==> src/rtl/ps2_rx_fifo.sv <==
// PS/2 device-to-host receiver: synchronise and filter the bus, decode 11-bit frames, queue bytes in a FWFT FIFO.
// Optional odd-parity enforcement at the stop bit is enabled by defining PS2_RX_PARITY_CHECK_EN.
module ps2_rx_fifo #(
  parameter int FILTER_LEN  = 4,
  parameter int TIMEOUT_CYC = 20000,
  parameter int FIFO_DEPTH  = 8
) (
  input  logic                          clk,
  input  logic                          reset,
  input  logic                          ps2_clk,
  input  logic                          ps2_data,
  input  logic                          rd_en,
  output logic [7:0]                    rd_data,
  output logic                          empty,
  output logic                          full,
  output logic [$clog2(FIFO_DEPTH):0]   count,
  output logic                          overflow,
  output logic                          frame_err
);

  localparam int AW = $clog2(FIFO_DEPTH);
  localparam logic [3:0]  FILT_TC  = 4'(FILTER_LEN - 1);
  localparam logic [15:0] TMO_LOAD = 16'(TIMEOUT_CYC - 1);
  localparam logic [AW:0] DEPTH_C  = (AW + 1)'(FIFO_DEPTH);

  typedef enum logic [1:0] {IDLE, DATA, PARITY, STOP} state_t;

  logic        clk_s1, clk_s2, data_s1, data_s2;
  logic        filt_clk;
  logic [3:0]  filt_cnt;
  logic        ev, ev_data;

  state_t      state;
  logic [2:0]  bit_cnt;
  logic [7:0]  shift;
  logic [15:0] tmo_cnt;
  logic        wr_req;
  logic        parity_ok;

  logic [7:0]  mem [FIFO_DEPTH];
  logic [AW-1:0] wr_ptr, rd_ptr;
  logic        do_rd, do_wr;

  // Synchronisers and glitch filter; ev is a one-cycle strobe on each filtered falling edge.
  always_ff @(posedge clk or posedge reset) begin
    if (reset) begin
      clk_s1   <= 1'b1;
      clk_s2   <= 1'b1;
      data_s1  <= 1'b1;
      data_s2  <= 1'b1;
      filt_clk <= 1'b1;
      filt_cnt <= '0;
      ev       <= 1'b0;
      ev_data  <= 1'b1;
    end else begin
      clk_s1  <= ps2_clk;
      clk_s2  <= clk_s1;
      data_s1 <= ps2_data;
      data_s2 <= data_s1;
      ev      <= 1'b0;
      if (clk_s2 == filt_clk) begin
        filt_cnt <= '0;
      end else if (filt_cnt == FILT_TC) begin
        filt_clk <= clk_s2;
        filt_cnt <= '0;
        ev       <= filt_clk;
        ev_data  <= data_s2;
      end else begin
        filt_cnt <= filt_cnt + 4'd1;
      end
    end
  end

`ifdef PS2_RX_PARITY_CHECK_EN
  logic par_bit;
  assign parity_ok = ^{shift, par_bit};
`else
  assign parity_ok = 1'b1;
`endif

  // Frame decoder with timeout down-counter reloaded on every event and while idle.
  always_ff @(posedge clk or posedge reset) begin
    if (reset) begin
      state     <= IDLE;
      bit_cnt   <= '0;
      shift     <= '0;
      tmo_cnt   <= TMO_LOAD;
      wr_req    <= 1'b0;
      frame_err <= 1'b0;
`ifdef PS2_RX_PARITY_CHECK_EN
      par_bit   <= 1'b0;
`endif
    end else begin
      wr_req    <= 1'b0;
      frame_err <= 1'b0;
      if (ev) begin
        tmo_cnt <= TMO_LOAD;
        case (state)
          IDLE: begin
            if (!ev_data) begin
              state   <= DATA;
              bit_cnt <= '0;
            end else begin
              frame_err <= 1'b1;
            end
          end
          DATA: begin
            shift   <= {ev_data, shift[7:1]};
            bit_cnt <= bit_cnt + 3'd1;
            if (bit_cnt == 3'd7) state <= PARITY;
          end
          PARITY: begin
`ifdef PS2_RX_PARITY_CHECK_EN
            par_bit <= ev_data;
`endif
            state <= STOP;
          end
          STOP: begin
            state <= IDLE;
            if (ev_data && parity_ok) wr_req <= 1'b1;
            else                      frame_err <= 1'b1;
          end
          default: state <= IDLE;
        endcase
      end else if (state == IDLE) begin
        tmo_cnt <= TMO_LOAD;
      end else if (tmo_cnt == 16'd0) begin
        state     <= IDLE;
        frame_err <= 1'b1;
        tmo_cnt   <= TMO_LOAD;
      end else begin
        tmo_cnt <= tmo_cnt - 16'd1;
      end
    end
  end

  assign empty   = (count == '0);
  assign full    = (count == DEPTH_C);
  assign do_rd   = rd_en && !empty;
  assign do_wr   = wr_req && (!full || do_rd);
  assign rd_data = mem[rd_ptr];

  // shift cannot change the cycle after STOP (a new event needs a full filtered clock period), so it feeds the FIFO directly.
  always_ff @(posedge clk or posedge reset) begin
    if (reset) begin
      for (int i = 0; i < FIFO_DEPTH; i++) mem[i] <= '0;
      wr_ptr   <= '0;
      rd_ptr   <= '0;
      count    <= '0;
      overflow <= 1'b0;
    end else begin
      overflow <= wr_req && full && !do_rd;
      if (do_wr) begin
        mem[wr_ptr] <= shift;
        wr_ptr      <= wr_ptr + 1'b1;
      end
      if (do_rd) rd_ptr <= rd_ptr + 1'b1;
      case ({do_wr, do_rd})
        2'b10:   count <= count + 1'b1;
        2'b01:   count <= count - 1'b1;
        default: count <= count;
      endcase
    end
  end

endmodule

==> config.mk <==
export PLATFORM = sky130hd
export DESIGN_NAME = ps2_rx_fifo
export DESIGN_NICKNAME = d
export VERILOG_FILES = /design/src/rtl/ps2_rx_fifo.sv
export SDC_FILE = /design/constraint.sdc
export NUM_CORES = 1
export LEC_CHECK = 0
export BUFFER_PORTS_ARGS = -buffer_cell sky130_fd_sc_hd__buf_2
export CORE_MARGIN = 5
export CORE_UTILIZATION = 60
export DETAILED_ROUTE_END_ITERATION = 10
export PLACE_DENSITY = 0.82
export SKIP_CTS_REPAIR_TIMING = 1
export SYNTH_ARGS = -nofsm -noshare
export SYNTH_HDL_FRONTEND = slang
export SYNTH_SLANG_ARGS = --single-unit
==> constraint.sdc <==
create_clock -name clk -period 4.4 [get_ports clk]
set_input_delay 0.88 -clock clk [delete_from_list [all_inputs] [get_ports clk]]
set_output_delay 0.88 -clock clk [all_outputs]
set_load 0.05 [all_outputs]
==> results.yml <==
run:
  cap_violations: 0
synthesis:
  synth_area_per_cell_um2: 13.86
  yosys.area_share.adder: 0.03311
  synth-main-ff-cell: "dfrtp_1"
  synth_area_leaders: "dfrtp_1 46%, mux2_2 14%, dfstp_2 7.1%"
  ys_async_sr_fraction: 1.000
  synth_fp_nets: 417
  synth_compound_gate_area_share: 0.02766
  ys_types: 46
  synth_xor_area_frac: 0.02857
  synth_edf_count: 0
  netlist.area_leader.share: 0.4626
  synth_top_family_by_area: "multiplexers"
  synth-simple-area-share: 0.09909
  synth_sequential_area_ratio: 0.5340
  syn-cell-area_um2: 5518
  muxShareOfSynthArea: 0.2533
  yosys.area.top_type: "dfrtp_1"
  yosys_warnings: 0
  postSynthCellCount: 398
  ys_ff_latch: 117
clocking:
  cts.sinks: 117
  numCtsBuffers: 17
  ctsLongestPathBuffers: 2
  clock_tree.root_cell: "clkbuf_8"
  cts.htree.levels: 4
  cts.clk_slew.worst_paths_ns: 0.05
  cts_tree: "yes"
  clkLatencyLatePin_ns: 0.51
hold_path:
  hold-path-cell-count: 0
  hold_class: "flop to flop"
critical_path:
  worst-endpoint-required_ns: 3.52
  arrival_ns: 2.71
  slowest_stage: "dfrtp_1"
  reg2reg_depth: 7
  cpPeakStageDelay_ns: 1.07
  path_cells: "mux4_2 -> mux2_2 -> buf_2"
  crit_path_start_kind: "flop"
  crit_type: "flop to output pin"
  crit_fanout: 18
  endpoint_kind: "output pin"
timing:
  fin_crit_sh: 0.8152
  final.setup_skew_ns: 0.02353
  fin_crit_ns: 3.587
  fin_setup_tns_ns: 0
  rsz0062_at_grt: "no"
  finalSetupViolCount: 0
  max_freq_mhz: 278.8
  worst_pin_slew_ns: 1.105
  slew_headroom: 0.2630
  holdWs_ns: 0.3539
  finalMaxSlewViolations: 0
  hold_viol_final: 0
route:
  vias: 3212
  drt_iter0_markers: 151
  dr.pass1.iters: 4
  drt.antenna.violating_nets: 0
  wl_per_cell_um: 19.17
  wl_mm: 10.41
  avgViaCountPerCell: 5.915
  drc: 0
grt:
  grtUsageTotal: 0.2044
  grt_pass1_wl_mm: 17.73
  grt_pass1_vias: 3456
  antenna_found_initial: 0
  grt-ovfl-total: 0
  grt_start_max_net_pins: 61
die:
  boundaryPins: 21
  num_rows: 35
  die_w_um: 105.9
  die_y_um: 105.9
  dieArea_um2: 11210
  start_util: 0.6058
  coreArea_um2: 9109
layout:
  final_area_um2: 6320
  fin_cells: 543
  drive_gt1_frac: 0.4074
  syn_to_final_growth_pct: 14.54
  nets: 438
  n_antenna_cell: 0
  final_util: 0.6938
  multi_input_area_um2: 2437
  seq_area_um2: 2947
  nFillCells: 595
status:
  outcome: "finished clean"
place:
  post-dp-hpwl_mm: 6.493
  dp.cells: 511
  port_buffers: 20
  place_area_um2: 5683
  place_congestion: 0.7648
pwr:
  leakage_nw: 3.043
  ir_worst_vdd_uv: 302.1
  powerDensity_nw_per_um2: 524.8
[kinds of logic after synthesis]
kind of cell / count (synthesis)
compound gates: 23
simple gates: 94
mux: 103
buf+inv: 29
xor+xnor: 18
flops: 117
fa+ha+maj: 14
[Yosys cell counts, types with 3 or more instances]
master and instances:
nor2b_1 4, nor3_1 5, mux2_4 16, buf_6 3
nand2_1 24, nor2_1 19, dfstp_2 15, nor3b_1 3
ha_1 13, xor2_1 10, dfrtp_1 102, inv_1 10
o21ai_0 4, o31ai_1 3, mux2_2 69, xnor2_1 8
and2_1 3, clkbuf_1 5, buf_1 9, a21oi_1 7
nand3_1 9, or4_1 5, mux4_2 16, nand3b_1 3
[worst max-delay path, delay by kind of cell, from the launching register on]
family	cells	cell delay (ns)
buf+inv	1	0.22
flops	1	1.07
mux	2	0.90
[report_power, final]
part	internal (mW)	switching [mW]	leakage (nW)
clock	0.989	0.472	0.304
combinational	0.221	0.290	1.17
sequential	1.16	0.180	1.57
total	2.37	0.943	3.04
[metrics by stage]
| stage | power, mW | worst slack, ns |
|---|---|---|
| final | 3.317 | 0.8131 |
| after global routing | 3.470 | 0.6030 |
| after CTS | 3.351 | 0.7379 |
| after detailed placement | 1.873 | 1.299 |
| after global placement | 1.838 | 1.401 |
| after floorplan | 1.747 | 0.4441 |
[cell usage in the layout, fill, tap and decap left out, types with 8 or more instances in the layout]
| cell type | Yosys | layout |
|---|---|---|
| dfrtp_1 | 102 | 102 |
| mux2_2 | 69 | 69 |
| nand2_1 | 24 | 24 |
| buf_2 | 2 | 20 |
| nor2_1 | 19 | 19 |
| mux2_4 | 16 | 16 |
| mux4_2 | 16 | 16 |
| clkbuf_16 | 0 | 16 |
| dfstp_2 | 15 | 15 |
| ha_1 | 13 | 13 |
| xor2_1 | 10 | 10 |
| nand3_1 | 9 | 9 |
| inv_1 | 10 | 9 |
| xnor2_1 | 8 | 8 |
[final timing paths]
path	from	endpoint	slack (ns)
worst max-delay path	rd_ptr[0]$_DFFE_PP0N_	rd_data[6]	0.81
worst min-delay path	data_s1$_DFF_PP1_	data_s2$_DFF_PP1_	0.35
worst max register to register	count[1]$_DFFE_PP0P_	count[3]$_DFFE_PP0P_	1.73
worst min register to register	data_s1$_DFF_PP1_	data_s2$_DFF_PP1_	0.35
max in group asynchronous	reset	data_s1$_DFF_PP1_	3.10
min in group asynchronous	reset	rd_ptr[2]$_DFFE_PP0N_	0.49
[registers in the layout, indices dropped and copies added (netlist names), 2 cells and up]
name,count
count,4
bit_cnt,3
wr_ptr,3
rd_ptr,3
state,2
tmo_cnt,16
mem,64
shift,8
filt_cnt,4
[routing by layer]
metal  up-vias  wire (µm)  track usage
met4         0         69      0.05365
met1      1664       4504       0.2582
met5         -          0            0
li1       1476          -            -
met3         6        384      0.05768
met2        66       5449       0.3488
[area by class of cell]
type                       count  area share
sequential                   117      0.4662
multi-input combinational    252      0.3857
clock buffer                  19     0.06830
clock inverter                13     0.03247
tap                          111     0.02198
timing repair buffer          21     0.01901
inverter                      10    0.006335
No activity file was read; power rests on OpenSTA's default activity.
